### src/rtl/xor_arb_pkg.sv
// Shared types for the serial XOR arbiter: FSM encoding and requester IDs.
package xor_arb_pkg;

    typedef enum logic [1:0] {
        IDLE  = 2'b00,
        SHIFT = 2'b01,
        DONE  = 2'b10
    } state_t;

    typedef logic req_id_t;

    localparam req_id_t REQ0 = 1'b0;
    localparam req_id_t REQ1 = 1'b1;

endpackage

### src/rtl/myxor.sv
// Single-bit XOR cell shared by all requesters.
module myxor (
    input  logic a,
    input  logic b,
    output logic y
);
    assign y = a ^ b;
endmodule

### src/rtl/xor_serial_arbiter.sv
// Round-robin front end that streams two requesters' operand pairs LSB-first
// through one shared 1-bit XOR cell and returns the result with ID and parity.
module xor_serial_arbiter
    import xor_arb_pkg::*;
#(
    parameter int WIDTH = 8
) (
    input  logic             clk,
    input  logic             rst_n,
    input  logic             req0_valid,
    output logic             req0_ready,
    input  logic [WIDTH-1:0] req0_a,
    input  logic [WIDTH-1:0] req0_b,
    input  logic             req1_valid,
    output logic             req1_ready,
    input  logic [WIDTH-1:0] req1_a,
    input  logic [WIDTH-1:0] req1_b,
    output logic             rsp_valid,
    input  logic             rsp_ready,
    output logic [WIDTH-1:0] rsp_y,
    output logic             rsp_id,
    output logic             rsp_parity,
    output logic             busy
);
    localparam int CNT_W = $clog2(WIDTH);

    state_t           state_q, state_d;
    logic [WIDTH-1:0] a_sh_q, a_sh_d;
    logic [WIDTH-1:0] b_sh_q, b_sh_d;
    logic [WIDTH-1:0] y_sh_q, y_sh_d;
    logic [CNT_W-1:0] cnt_q, cnt_d;
    logic             par_q, par_d;
    req_id_t          id_q, id_d;
    req_id_t          last_id_q, last_id_d;
    logic             grant0, grant1;
    logic             x;

    myxor u_myxor (
        .a (a_sh_q[0]),
        .b (b_sh_q[0]),
        .y (x)
    );

    // On a tie the requester that was not served last wins.
    assign grant0 = req0_valid & (~req1_valid | (last_id_q == REQ1));
    assign grant1 = req1_valid & (~req0_valid | (last_id_q == REQ0));

    assign req0_ready = rst_n & (state_q == IDLE) & grant0;
    assign req1_ready = rst_n & (state_q == IDLE) & grant1;

    assign rsp_valid  = (state_q == DONE);
    assign busy       = (state_q == SHIFT) | (state_q == DONE);
    assign rsp_y      = y_sh_q;
    assign rsp_id     = id_q;
    assign rsp_parity = par_q;

    always_comb begin
        state_d   = state_q;
        a_sh_d    = a_sh_q;
        b_sh_d    = b_sh_q;
        y_sh_d    = y_sh_q;
        cnt_d     = cnt_q;
        par_d     = par_q;
        id_d      = id_q;
        last_id_d = last_id_q;
        case (state_q)
            IDLE: begin
                if (req0_ready | req1_ready) begin
                    a_sh_d    = req1_ready ? req1_a : req0_a;
                    b_sh_d    = req1_ready ? req1_b : req0_b;
                    y_sh_d    = '0;
                    cnt_d     = '0;
                    par_d     = 1'b0;
                    id_d      = req1_ready ? REQ1 : REQ0;
                    last_id_d = req1_ready ? REQ1 : REQ0;
                    state_d   = SHIFT;
                end
            end
            SHIFT: begin
                y_sh_d = {x, y_sh_q[WIDTH-1:1]};
                a_sh_d = a_sh_q >> 1;
                b_sh_d = b_sh_q >> 1;
                par_d  = par_q ^ x;
                cnt_d  = cnt_q + CNT_W'(1);
                if (cnt_q == CNT_W'(WIDTH - 1)) begin
                    state_d = DONE;
                end
            end
            DONE: begin
                if (rsp_ready) begin
                    state_d = IDLE;
                end
            end
            default: state_d = IDLE;
        endcase
    end

    always_ff @(posedge clk) begin
        if (!rst_n) begin
            state_q   <= IDLE;
            a_sh_q    <= '0;
            b_sh_q    <= '0;
            y_sh_q    <= '0;
            cnt_q     <= '0;
            par_q     <= 1'b0;
            id_q      <= REQ0;
            last_id_q <= REQ1;
        end else begin
            state_q   <= state_d;
            a_sh_q    <= a_sh_d;
            b_sh_q    <= b_sh_d;
            y_sh_q    <= y_sh_d;
            cnt_q     <= cnt_d;
            par_q     <= par_d;
            id_q      <= id_d;
            last_id_q <= last_id_d;
        end
    end

endmodule

### config.mk
export PLATFORM = sky130hd
export DESIGN_NAME = xor_serial_arbiter
export DESIGN_NICKNAME = d
export VERILOG_FILES = /design/src/rtl/xor_arb_pkg.sv /design/src/rtl/myxor.sv /design/src/rtl/xor_serial_arbiter.sv
export SDC_FILE = /design/constraint.sdc
export NUM_CORES = 1
export LEC_CHECK = 0
export ABC_CLOCK_PERIOD_IN_PS = 1800
export BUFFER_PORTS_ARGS = -buffer_cell sky130_fd_sc_hd__buf_2
export CORE_MARGIN = 2
export CORE_UTILIZATION = 50
export DETAILED_ROUTE_END_ITERATION = 8
export GPL_TIMING_DRIVEN = 1
export PLACE_DENSITY_LB_ADDON = 0.2
export SYNTH_ARGS = -nofsm -noshare
export SYNTH_HDL_FRONTEND = slang
export SYNTH_SLANG_ARGS = --single-unit
export TNS_END_PERCENT = 5
### constraint.sdc
create_clock -name clk -period 1.8 [get_ports clk]
set_input_delay 0.36 -clock clk [delete_from_list [all_inputs] [get_ports clk]]
set_output_delay 0.36 -clock clk [all_outputs]
set_load 0.01 [all_outputs]
**Yosys cells after proc, flatten, opt, wreduce, memory -nomap -nowiden**

Cells that the tools add are included.

- Input bits: 37
- Logic and storage cells: 51
- Bits in registers: 32

- Bitwise gates (word level): 14
- Add/subtract/negate cells: 1
- Muxes and demuxes: 17
- Reductions and logical operators: 5
- Eq/ne operators: 6

Operator list:

| operator | number |
|---|---|
| $pmux W8 S2 | 3 |
| $mux W8 | 5 |
| $mux W2 | 3 |
| $ne A2 B1 Y1 const B | 3 |
| $pmux W2 S3 | 1 |
| $pmux W3 S2 | 1 |
| $and A1 B1 Y1 | 5 |
| $or A1 B1 Y1 | 4 |
| $reduce_and A2 Y1 | 2 |
| $add A3 B1 Y3 const B | 1 |
| $eq A3 B3 Y1 const B | 1 |
| $mux W3 | 1 |
| $not A1 Y1 | 3 |
| $reduce_and A3 Y1 | 1 |
| $eq A2 B1 Y1 const B | 1 |
| $eq A2 B2 Y1 const B | 1 |
| $logic_not A2 Y1 | 1 |
| $mux W1 | 2 |
| $pmux W1 S2 | 1 |
| $reduce_bool A2 Y1 | 1 |
| $xor A1 B1 Y1 | 2 |

**Depth between registers and ports, before layout**

- Word-level depth: 7
- Depth in mapped cells: 8
- Gate-level depth less buffers: 6

**By module**

Synthesis repeated with hierarchy kept, for this count alone.

- Cells, all modules: 188
- Area total of the unflattened synthesis: 1645.3 µm²

Modules (own cells, without submodules):

| module | cells each | area an instance (µm²) | times used |
|---|---|---|---|
| xor_serial_arbiter | 187 | 1636.6 | 1 |
| myxor | 1 | 8.8 | 1 |

**Worst setup path after synthesis**

OpenSTA, ideal clock, no wires.

- Path type: reg2reg
- Start: reg state_q[1]
- End: reg par_q, in the netlist rsp_parity
- Cell stages (with the launch flop): 9
- Path slack: 167 ps
- Setup time: 86 ps
- Data arrival time: 1546 ps
- Cells stage by stage: dfxtp_1 > inv_1 > ha_1 > buf_2 > nor2_1 > a21o_1 > buf_2 > o21ai_0 > a221oi_2

- Word-level cells in the longest chain between the ends: 6

Ends and longest elaborated chain:

| item | line | text |
|---|---|---|
| start: declaration | xor_serial_arbiter.sv:27 | `state_t state_q, state_d;` |
| start signal: assignment | xor_serial_arbiter.sv:109 | `state_q <= state_d;` |
| $logic_not A2 Y1 | xor_serial_arbiter.sv:48, xor_serial_arbiter.sv:49, xor_serial_arbiter.sv:66 |  |
| $and A1 B1 Y1 | xor_serial_arbiter.sv:48, xor_serial_arbiter.sv:49 |  |
| $and A1 B1 Y1, on equally long branches | xor_serial_arbiter.sv:48, xor_serial_arbiter.sv:49 |  |
| $or A1 B1 Y1 | xor_serial_arbiter.sv:68 | `if (req0_ready \| req1_ready) begin` |
| $ne A2 B1 Y1 (no line) | -- |  |
| $reduce_and A2 Y1 (no line) | -- |  |
| end signal: assignment | xor_serial_arbiter.sv:114 | `par_q <= par_d;` |
| end: declaration | xor_serial_arbiter.sv:32 | `logic par_q, par_d;` |

Several ways; a longest one is shown, not always the timed one.
A chain may end at the register's enable or synchronous reset.

**Final worst setup path**

- Start: reg state_q[0]
- End: out req0_ready

- Word-level cells in the longest chain between the ends: 3

Ends and longest elaborated chain:

| item | line | text |
|---|---|---|
| $logic_not A2 Y1 | xor_serial_arbiter.sv:48 | `assign req0_ready = rst_n & (state_q == IDLE) & grant0;` |
| $and A1 B1 Y1 (2 in a row) | xor_serial_arbiter.sv:48 |  |
| end: declaration | xor_serial_arbiter.sv:11 | `output logic req0_ready,` |

Every way passes these cells.

==> results.py <==
metrics = {
    "timing": {
        "final_min_period_over_clock_period": 0.9692,
        "slew_viol_final": 0,
        "hold_viol": 0,
        "final-setup-viol-count": 0,
        "setup_repair_after_global_routing_missed_its_margin": "yes",
        "worst_slew_margin_rel": 0.6727,
        "worst_clock_skew_ns": 0.006717,
        "max_freq_mhz": 573.2,
        "worst_pin_slew_ns": 0.4910,
        "post-route-min-period_ns": 1.745,
    },
    "worst_setup_path": {
        "crit_path_top_delay_cell": "sky130_fd_sc_hd__dfxtp_2",
        "timing.critical_path.arrival_ns": 1.38,
        "cpLargestDelayFamily": "buffers and inverters",
        "timing.critical_path.from_type": "register",
        "crit_path_cell_trace": "inv_2, ha_4, buf_6, nand3_2, a21oi_2, buf_2",
        "cp_max_fo": 5,
        "critPathBufInv": 3,
        "worst-setup-path-type": "register to primary output",
        "worstPathRequired_ns": 1.44,
        "max_stage_delay_ns": 0.34,
        "end_kind": "primary output",
    },
    "grt": {
        "grt_pass1_wl_um": 6223,
        "grt_pass1_vias": 1412,
        "antenna_found_initial": 0,
        "overflow": 0,
        "grt_start_max_net_pins": 27,
        "grt_util_all_layers": 0.2339,
    },
    "clock_network": {
        "clock_sink_count": 32,
        "cts_tree": "built",
        "h-tree-depth": 2,
        "number_of_buffers_created_by_cts": 5,
        "holdBufCountCts": 0,
        "cts.clk_slew.worst_paths_ns": 0.09,
        "clock_path_buffers": 2,
        "clockRootBuffer": "sky130_fd_sc_hd__clkbuf_4",
        "clock_latency_ns": 0.34,
    },
    "hold_path": {
        "classification_of_the_worst_slack_hold_path": "input port to register",
    },
    "die": {
        "die-height_um": 60.09,
        "floorplan.die_area_um2": 3610,
        "core_um2": 3028,
        "design.portCount": 51,
        "initial_core_util": 0.5194,
        "placementRows": 20,
        "die_w_um": 60.09,
    },
    "drt": {
        "route.detailed.wl_per_inst_um": 13.53,
        "drt_wl_total_um": 3869,
        "first_pass_iters": 4,
        "vias_per_cell": 5.476,
        "drc": 0,
        "detail_route.iter0.violations": 60,
        "antenna_left": 0,
        "detailroute.via_count": 1566,
    },
    "finish": {
        "final-instance-count-excl-fill": 286,
        "final_net_count": 288,
        "post_route_cells_drive_above_1_share": 0.3264,
        "fin_util": 0.6616,
        "diodes": 0,
        "area_growth_pct": 27.37,
    },
    "power_and_ir_drop": {
        "vdd_drop_max_mv": 0.7123,
        "power.switching_mw": 1.137,
        "clock_power_share": 0.126,
        "switching_share": 0.4087,
        "powerDensity_nw_per_um2": 1389,
        "power.total_mw": 2.783,
        "pwr-share-seq": 0.371,
        "p_comb_frac": 0.503,
        "internal-power_mw": 1.645,
        "leakagePower_nw": 0.8867,
    },
    "synthesis": {
        "yosysTopAreaCell": "sky130_fd_sc_hd__dfxtp_1",
        "synth.cells.most_frequent": "32 x sky130_fd_sc_hd__dfxtp_1, 30 x sky130_fd_sc_hd__nand3_1, 17 x sky130_fd_sc_hd__a21oi_1, 17 x sky130_fd_sc_hd__o21ai_0, 12 x sky130_fd_sc_hd__a31oi_1",
        "yosys.cell_count.top_type": "sky130_fd_sc_hd__dfxtp_1",
        "postSynth.topFlopCell": "sky130_fd_sc_hd__dfxtp_1",
        "post_synth_inst_count": 188,
        "yosys.area_share.simple": 0.1814,
        "postSynthNetCount": 232,
        "yosys_register_bits": 32,
        "synth_edf_count": 0,
        "synth_mux_area_frac": 0.03182,
        "synth_area_per_cell_um2": 8.366,
        "number_of_distinct_library_cell_variants_in_the_gate_level_netlist_after_synthesis": 28,
        "synth_top_family_by_area": "compound AO/OA/AOI/OAI gates",
        "mappedNetlistArea_um2": 1573,
        "post_synth_xor_area_fraction": 0.005569,
        "asyncSetResetFlopFracSynth": 0,
        "synth-adder-area-share": 0.05569,
        "synth_area_leaders": "sky130_fd_sc_hd__dfxtp_1 41%, sky130_fd_sc_hd__nand3_1 9.5%, sky130_fd_sc_hd__ha_1 5.6%, sky130_fd_sc_hd__a21oi_1 5.4%, sky130_fd_sc_hd__o21ai_0 5.4%",
        "number_of_synthesis_warnings": 0,
        "yosysTopAreaCellShare": 0.4073,
        "register_area_share_after_synthesis": 0.4073,
        "synth_compound_gate_area_share": 0.2546,
    },
    "placement": {
        "place.detailed.instances": 279,
        "hpwl_um": 2799,
        "gp_routability_congestion": 0.7904,
        "port_buffers": 50,
    },
    "run": {
        "drv_cap": 0,
    },
    "outcome": {
        "run_status": "finished clean",
    },
}
path summary, 6_finish.rpt:
kind | start | end | slack, ns | cells after the start
worst max-delay path | state_q[0] | req0_ready | 0.06 | 6
worst min-delay path | req0_b[3] | b_sh_q[3] | 0.28 | 3
worst max register to register | state_q[1] | rsp_parity | 0.13 | 6
worst min register to register | rsp_id | rsp_id | 0.46 | 2
power groups by stage:
stage | logic (mW) | clock network, mW | registers, mW
floorplan | 0.889 | 0 | 1.02
CTS | 1.37 | 0.362 | 1.03
detailed placement | 1.29 | 0 | 1.04
global route | 1.55 | 0.388 | 1.06
global placement | 1.28 | 0 | 1.04
finish | 1.40 | 0.351 | 1.03
flip-flops by register name, summed over array words and instances, names as in the netlist:
register	flops
rsp_parity	1
last_id_q	1
b_sh_q	8
rsp_id	1
a_sh_q	8
cnt_q	3
rsp_y	8
state_q	2
cell type report:
class | instances | area (um^2)
sequential | 32 | 645.6
fill | 273 | 1025
timing repair buffer | 63 | 364.1
tap | 44 | 55.05
clock buffer | 5 | 37.54
inverter | 10 | 40.04
multi-input combinational | 132 | 860.8
cells in the final DEF, fill, tap and decap left out, types with 8 or more instances in the layout:
master	n
sky130_fd_sc_hd__a31oi_1	12
sky130_fd_sc_hd__nand3_1	29
sky130_fd_sc_hd__dfxtp_1	30
sky130_fd_sc_hd__buf_2	50
sky130_fd_sc_hd__a22oi_1	9
sky130_fd_sc_hd__nor2b_1	11
sky130_fd_sc_hd__o21ai_0	17
sky130_fd_sc_hd__buf_4	11
sky130_fd_sc_hd__inv_1	8
sky130_fd_sc_hd__a21oi_1	16
kinds of logic after synthesis:
kind of cell | count (synthesis)
AOI/OAI and AO/OA | 65
and+or+nand+nor | 54
DFF | 32
buffers and inverters | 24
adders and majority gates | 7
muxes | 5
xor gates and xnor gates | 1
worst min-delay path, stage by stage:
cell,delay (ns)
sky130_fd_sc_hd__buf_2,0.09
sky130_fd_sc_hd__nand3_1,0.06
sky130_fd_sc_hd__a31oi_1,0.06
metal layers:
| layer | vias up | part of all wire | GRT usage | wire (um) |
|---|---|---|---|---|
| met3 | 7 | 0.052 | 0.06494 | 200 |
| li1 | 795 | - | - | - |
| met5 | - | 0 | 0 | 0 |
| met1 | 716 | 0.50 | 0.3228 | 1952 |
| met4 | 0 | 0.015 | 0.08571 | 57 |
| met2 | 48 | 0.43 | 0.3463 | 1659 |
per-stage QoR:
stage	setup WS [ns]	TNS, ns	instance area, um^2	hold WS, ns
final	0.05542	0	2003	0.2803
after global routing	-0.01052	-0.01052	2003	0.2794
after CTS	0.006590	0	1983	0.2755
after detailed placement	0.1163	0	1911	0.4554
after global placement	0.1645	0	1911	0.4488
after floorplan	0.1674	0	1573	0.4491
what timing repair did:
action	CTS	global route
pin swaps	1	1
setup endpoints to repair	2	7
gates resized for setup	7	5
buffers inserted	2	0
(Power assumes the default switching activity.)
